$ cat src/rtl/cpu_types_pkg.sv
// cpu_types_pkg: shared word, memory-state and coherence-controller state types
package cpu_types_pkg;
  typedef logic [31:0] word_t;
  typedef enum logic [1:0] {FREE, BUSY, ACCESS, ERROR} ramstate_t;
  typedef enum logic [2:0] {IDLE, INV, SNOOP, LOAD, FWD, WB} coh_state_t;
endpackage

$ cat src/rtl/rr_arbiter.sv
// rr_arbiter: combinational round-robin pick of the first request at or above ptr
module rr_arbiter #(
  parameter int N  = 2,
  parameter int IW = (N > 1) ? $clog2(N) : 1
) (
  input  logic [N-1:0]  i_req,
  input  logic [IW-1:0] i_ptr,
  output logic [IW-1:0] o_gid,
  output logic          o_valid
);
  logic [IW-1:0] w_k;
  // scan downward so the closest request to ptr is the last one written
  always_comb begin
    o_gid   = '0;
    o_valid = 1'b0;
    w_k     = '0;
    for (int i = N - 1; i >= 0; i--) begin
      w_k = IW'((int'(i_ptr) + i) % N);
      if (i_req[w_k]) begin
        o_gid   = w_k;
        o_valid = 1'b1;
      end
    end
  end
endmodule

$ cat src/rtl/coherence_bus_ctrl.sv
// coherence_bus_ctrl: MSI snooping bus controller serialising L1 block transfers
module coherence_bus_ctrl
  import cpu_types_pkg::*;
#(
  parameter int NCPU      = 2,
  parameter int BLK_WORDS = 2,
  parameter int SNP_LAT   = 2
) (
  input  logic                 CLK,
  input  logic                 nRST,
  input  logic [NCPU-1:0]      dREN,
  input  logic [NCPU-1:0]      dWEN,
  input  logic [NCPU-1:0][31:0] daddr,
  input  logic [NCPU-1:0][31:0] dstore,
  input  logic [NCPU-1:0]      cctrans,
  input  logic [NCPU-1:0]      ccwrite,
  input  logic [31:0]          ramload,
  input  ramstate_t            ramstate,
  output logic [NCPU-1:0]      dwait,
  output logic [NCPU-1:0][31:0] dload,
  output logic [NCPU-1:0]      ccwait,
  output logic [NCPU-1:0]      ccinv,
  output logic [NCPU-1:0][31:0] ccsnoopaddr,
  output logic                 ramREN,
  output logic                 ramWEN,
  output logic [31:0]          ramaddr,
  output logic [31:0]          ramstore
);
  localparam int IDW = (NCPU > 1) ? $clog2(NCPU) : 1;
  localparam int CW  = (BLK_WORDS > 1) ? $clog2(BLK_WORDS) : 1;

  coh_state_t     r_state;
  logic [IDW-1:0] r_grant, r_rr_ptr, r_sup;
  logic [CW-1:0]  r_wcnt;
  logic [2:0]     r_snp_cnt;

  logic [NCPU-1:0] w_req, w_others, w_hits;
  logic [IDW-1:0]  w_gid, w_hit_id;
  logic            w_gvalid, w_access, w_fwd_wr, w_done, w_last;

  assign w_req       = cctrans & (dREN | dWEN | ccwrite);
  assign w_others    = ~(NCPU'(1) << r_grant);
  assign w_hits      = cctrans & w_others;
  assign w_access    = ramstate == ACCESS;
  assign w_fwd_wr    = ccwrite[r_grant];
  assign w_done      = (r_state == FWD && w_fwd_wr) || ((r_state == LOAD || r_state == FWD || r_state == WB) && w_access);
  assign w_last      = r_wcnt == CW'(BLK_WORDS - 1);
  assign ccsnoopaddr = {NCPU{daddr[r_grant]}};

  rr_arbiter #(.N(NCPU), .IW(IDW)) u_arb (
    .i_req  (w_req),
    .i_ptr  (r_rr_ptr),
    .o_gid  (w_gid),
    .o_valid(w_gvalid)
  );

  // lowest-numbered snooped cache holding the line in M becomes the supplier
  always_comb begin
    w_hit_id = '0;
    for (int i = NCPU - 1; i >= 0; i--) w_hit_id = w_hits[i] ? IDW'(i) : w_hit_id;
  end

  // transaction sequencer: arbitrate, snoop, then move one block word per completion
  always_ff @(posedge CLK or negedge nRST) begin
    if (!nRST) begin
      r_state   <= IDLE;
      r_grant   <= '0;
      r_rr_ptr  <= '0;
      r_sup     <= '0;
      r_wcnt    <= '0;
      r_snp_cnt <= '0;
    end else begin
      case (r_state)
        IDLE: if (w_gvalid) begin
          r_grant   <= w_gid;
          r_rr_ptr  <= (w_gid == IDW'(NCPU - 1)) ? '0 : w_gid + 1'b1;
          r_wcnt    <= '0;
          r_snp_cnt <= '0;
          r_state   <= dWEN[w_gid] ? WB : dREN[w_gid] ? SNOOP : INV;
        end
        INV: r_state <= IDLE;
        SNOOP: if (r_snp_cnt == 3'(SNP_LAT)) begin
          r_sup   <= w_hit_id;
          r_state <= |w_hits ? FWD : LOAD;
        end else r_snp_cnt <= r_snp_cnt + 1'b1;
        default: if (w_done) begin
          r_wcnt <= w_last ? '0 : r_wcnt + 1'b1;
          if (w_last) r_state <= IDLE;
        end
      endcase
    end
  end

  // bus outputs decoded from the current phase and memory handshake
  always_comb begin
    dwait    = '1;
    dload    = '0;
    ccwait   = '0;
    ccinv    = '0;
    ramREN   = 1'b0;
    ramWEN   = 1'b0;
    ramaddr  = '0;
    ramstore = '0;
    case (r_state)
      INV: ccinv = w_others;
      SNOOP: begin
        ccwait = w_others;
        ccinv  = w_fwd_wr ? w_others : '0;
      end
      LOAD: begin
        ccwait         = w_others;
        ramREN         = 1'b1;
        ramaddr        = daddr[r_grant];
        dload[r_grant] = ramload;
        dwait[r_grant] = !w_access;
      end
      FWD: begin
        ccwait         = w_others;
        dload[r_grant] = dstore[r_sup];
        ramWEN         = !w_fwd_wr;
        ramaddr        = w_fwd_wr ? '0 : daddr[r_sup];
        ramstore       = w_fwd_wr ? '0 : dstore[r_sup];
        dwait[r_grant] = !w_done;
        dwait[r_sup]   = !w_done;
      end
      WB: begin
        ramWEN         = 1'b1;
        ramaddr        = daddr[r_grant];
        ramstore       = dstore[r_grant];
        dwait[r_grant] = !w_access;
      end
      default: ;
    endcase
  end
endmodule

$ cat config.mk
export PLATFORM = sky130hd
export DESIGN_NAME = coherence_bus_ctrl
export DESIGN_NICKNAME = d
export VERILOG_FILES = /design/src/rtl/cpu_types_pkg.sv /design/src/rtl/rr_arbiter.sv /design/src/rtl/coherence_bus_ctrl.sv
export SDC_FILE = /design/constraint.sdc
export NUM_CORES = 1
export LEC_CHECK = 0
export BUFFER_PORTS_ARGS = -buffer_cell sky130_fd_sc_hd__buf_2
export CAP_MARGIN = 20
export CORE_AREA = 10 10 135 137
export DETAILED_ROUTE_END_ITERATION = 7
export DIE_AREA = 0 0 145 147
export MAX_ROUTING_LAYER = met4
export PLACE_DENSITY = 0.64
export SYNTH_ARGS = -nofsm -noshare
export SYNTH_HDL_FRONTEND = slang
export SYNTH_SLANG_ARGS = --single-unit
$ cat constraint.sdc
create_clock -name CLK -period 2.8 [get_ports CLK]
set_input_delay 0.56 -clock CLK [delete_from_list [all_inputs] [get_ports CLK]]
set_output_delay 0.56 -clock CLK [all_outputs]
set_load 0.03 [all_outputs]
Yosys cells after proc, flatten, opt, wreduce, memory -nomap -nowiden --
Index checks and enable logic that the tools add are counted.
Storage, ports and cells: output and inout port bits 200, input bits 172, flip-flop bits (word level) 10, word-level logic and storage cells 121
Operators by class: bitwise gates (word level) 11, equal/unequal tests 10, shifts and indexed selects 1, muxes and demuxes 58, reduce and logical (&&, ||, !) cells 24, order comparisons 7, add/subtract/negate cells 4
Operator list (count):
- $mux W32 | 11
- $and A64 B64 Y64 | 2
- $pmux W32 S2 | 2
- $pmux W64 S2 | 1
- $demux W32 S1 | 1
- $mux W3 | 8
- $mux W1 | 23
- $lt A1 B2 Y1 const B | 5
- $eq A3 B2 Y1 const B | 3
- $pmux W3 S3 | 1
- $or A2 B2 Y2 | 4
- $pmux W2 S2 | 2
- $reduce_bool A4 Y1 | 2
- $eq A3 B3 Y1 const B | 2
- $mux W2 | 3
- $pmux W3 S2 | 1
- $reduce_and A3 Y1 | 2
- $reduce_or A2 Y1 | 3
- $and A2 B2 Y2 | 2
- $logic_and A1 B1 Y1 | 4
- $ne A2 B2 Y1 const B | 2
- $not A2 Y2 | 2
- $pmux W1 S2 | 2
- $reduce_and A2 Y1 | 2
- other kinds (16) | 25

Longest topological paths before layout --
word-level depth 13, mapped depth 7

Hierarchy --
A second synthesis with hierarchy kept.
Second synthesis, totals: cell total of the unflattened synthesis 497, area total of the unflattened synthesis 3374.5 µm²
By module, submodules not included:
- coherence_bus_ctrl | times used 1, cells each 494, area an instance 3357.0 µm², seq. area each 250.2 µm²
- rr_arbiter | times used 1, cells each 3, area an instance 17.5 µm², seq. area each 0.0 µm²

Least setup slack after synthesis --
No wires, ideal clock.
kind reg2out, start point register r_state[2], end point output port dload[33] (netlist name), buffers on the path 2, slack 0.355 ns, data arrival time 1.885 ns, stages on the path, launching flop included 8, cell sequence dfrtp_1 buf_2 nor2b_1 and2_1 nand2b_1 nand2_1 buf_2 nor2_1
RTL lines:
- start, declared | RTL line coherence_bus_ctrl.sv:32 | coh_state_t r_state;
- start signal, assigned | RTL line coherence_bus_ctrl.sv:79 | r_state <= dWEN[w_gid] ? WB : dREN[w_gid] ? SNOOP : INV;
- start signal, assigned | RTL line coherence_bus_ctrl.sv:84 | r_state <= |w_hits ? FWD : LOAD;
- end, declared | RTL line coherence_bus_ctrl.sv:20 | output logic [NCPU-1:0][31:0] dload,

==> out/metrics.csv <==
stage,metric,value,unit
sta,setup_viol,0,
finish,area_growth,50.2,%
yosys,yosys.cell_types.count,35,
route,postRouteAntennaNets,0,
yosys,synth_top_area_frac,0.194,
yosys,ys_seq_area_frac,0.0644,
grt,grt_use_met3,0.0236,
placement,hpwl,17100,um
cts,cts_made_buffers,3,
sta,clock_skew,1.66,ps
grt,grt_max_degree,44,
sta,finalHoldViolCount,0,
cts,root_buffer,clkbuf_16,
floorplanning,die_h,147,um
grt,met1_usage,0.218,
finish,finalNonFillerCells,1097,
finish,drive_above_1_share,0.532,
critical_path,cp.required,2240,ps
floorplanning,die_w,145,um
grt,gr-total-overflow,0,
yosys,ys.flop_type,dfrtp_1,
cts,cts_tree,yes,
route,wl_per_cell,18.8,um
grt,antenna_found_initial,0,
finish,diodes,0,
outcome,status,"complete, no violations",
sta,rsz0062_at_grt,no,
cts,worst_skew_pair.late_latency,240,ps
sta,finalCriticalPeriod,2630,ps
cts,clockBufferDepth,2,
yosys,synthTopCellsByCount,"135 x nor2_1, 70 x a21oi_1, 67 x mux2_2",
grt,grtUsageMet2,0.321,
critical_path,startpoint_type,flip-flop,
power,p_leak,3.17,nW
critical_path,crit_arrival,2070,ps
yosys,synthesis.nets,746,
sta,worst_pin_slew,556,ps
critical_path,end_kind,primary output,
placement,place.gp.congestion,0.927,
route,viasPerCell,4.90,
critical_path,crit_fanout,30,
floorplanning,io_pins,372,
route,vias,5379,
power,p_total,6.79,mW
grt,grtUsageTotal,0.183,
power,ir_worst_vdd,785,uV
sta,fmax,0.380,GHz
grt,grt_pass1_wl,31600,um
route,drt_first_pass_iters,5,
sta,setup_ws,171,ps
route,wirelength,20600,um
cts,clkSlewWorstSetupHoldPaths,40,ps
grt,first_global_vias,5673,
critical_path,worstSetupPathType,reg -> out,
yosys,syn_area_per_cell,6.79,um^2
sta,finalSetupTns,0,ps
yosys,synth-seq-cells,10,
placement,dpl_worst_slack,314,ps
yosys,synthArstFlopShare,1.00,
finish,nFillCells,1728,
route,drc,0,
yosys,yosys.area.top_type,mux2_2,
cts,cts.sinks,10,
yosys,synth.most_common_cell,nor2_1,
yosys,synth_edf_count,0,
sta,slew_viol_final,0,
power,p_per_area,1160,mW/mm^2
grt,gr-max-usage-layer,met2,
run,cap_violations,0,
yosys,syn_area,0.00389,mm^2
floorplanning,die_area,0.0213,mm^2
yosys,yosys_warnings,0,
placement,port_buffers,371,
yosys,syn_inst,572,
route,drtIter0Drc,295,
worst_hold_path,min_path_type,in -> async,
floorplanning,start_util,0.249,
cts,cts_setup_buffers,0,
cts,htreeDepth,1,
placement,placed_cells,1093,
sta,relSlewSlack,0.627,
floorplanning,core_area,0.0156,mm^2
yosys,synth.area.top_cells,"mux2_2 19%, mux2i_1 17%, nor2_1 13%, a21oi_1 9.0%, o2bb2ai_1 7.2%",
floorplanning,row_count,46,
sta,fin_crit_sh,0.939,
finish,nets,1056,
==> area by class of cell <==
type / instances / area [um^2] / area share
Sequential cell: 10 / 259 / 0.0444
Multi-Input combinational cell: 472 / 3150 / 0.540
Tap cell: 216 / 270 / 0.0463
Timing Repair Buffer: 390 / 2050 / 0.351
Clock buffer: 4 / 88.8 / 0.0152
Inverter: 5 / 18.8 / 0.00321
==> cells by family (layout without fill, tap and decap cells) <==
logic type                 count (synthesis)  count (layout)  synth area share
AOI/OAI and AO/OA                        127             127             0.208
adders and majority gates                  2               2           0.00644
buffers and inverters                     90             399             0.126
DFF                                       10              10            0.0644
muxes                                    134             134             0.367
and+or+nand+nor                          209             209             0.228
==> power breakdown <==
part           switching (mW)  internal [mW]  total, mW
combinational            4.29           1.91       6.20
sequential              0.102          0.202      0.304
clock                  0.0749          0.215      0.290
total                    4.47           2.33       6.79
==> critical path, cell delays in order, from the launching register on <==
cell     delay (ps)
dfrtp_4         770
mux2i_1         480
nor2_1           90
a21oi_1         200
nor2_1           70
buf_2           180
==> cell usage in the layout (no fill, tap or decap), drive strengths merged, types with 2 or more instances in the layout <==
cell type / Yosys / layout
a22o: 3 / 3
nor2b: 7 / 7
o21ai: 10 / 10
dfrtp: 10 / 10
o31a: 3 / 3
nor2: 135 / 135
nand2b: 7 / 7
a21o: 2 / 2
nand2: 19 / 19
nor3: 35 / 35
and2: 2 / 2
mux2: 69 / 69
buf: 62 / 390
ha: 2 / 2
o2bb2ai: 32 / 32
mux2i: 65 / 65
a21oi: 70 / 70
inv: 5 / 5
clkbuf: 23 / 4
==> final timing paths <==
check                      cells after the start    endpoint       start  slack (ps)
hold / removal                                 1    r_rr_ptr        nRST         180
max in group asynchronous                      1       r_sup        nRST        2400
min in group CLK                               1      r_wcnt      r_wcnt         530
setup reg to reg                               5  r_state[1]  r_state[0]         730
setup / recovery                               5   dload[27]       r_sup         170
hold reg to reg                                1      r_wcnt      r_wcnt         530
==> metal layers <==
| layer | share of wire | vias to the layer above |
|---|---|---|
| met3 | 0.060 | 28 |
| met5 | 0 | - |
| met1 | 0.43 | 2484 |
| li1 | - | 2615 |
| met2 | 0.49 | 252 |
| met4 | 0.021 | 0 |
==> per-stage QoR <==
step / cell area, um^2 / hold WS (ps) / util
floorplan: 3890 / 264 / -
detailed placement: 5750 / 446 / 0.368
finish: 5840 / 177 / 0.374
global route: 5840 / 200 / 0.374
global placement: 5750 / 440 / 0.368
CTS: 5840 / 188 / 0.374
==> sequential cells by signal, summed over array words and instances (netlist names) <==
name / cells
r_state: 3
r_sup: 1
r_grant: 1
r_rr_ptr: 1
r_wcnt: 1
r_snp_cnt: 3
==> what timing repair did <==
item	in CTS	in global routing
endpoints found under the setup margin	0	21
gates resized for setup	0	2
hold buffers	0	0
Note: power is estimated with default switching activity, not from simulation.
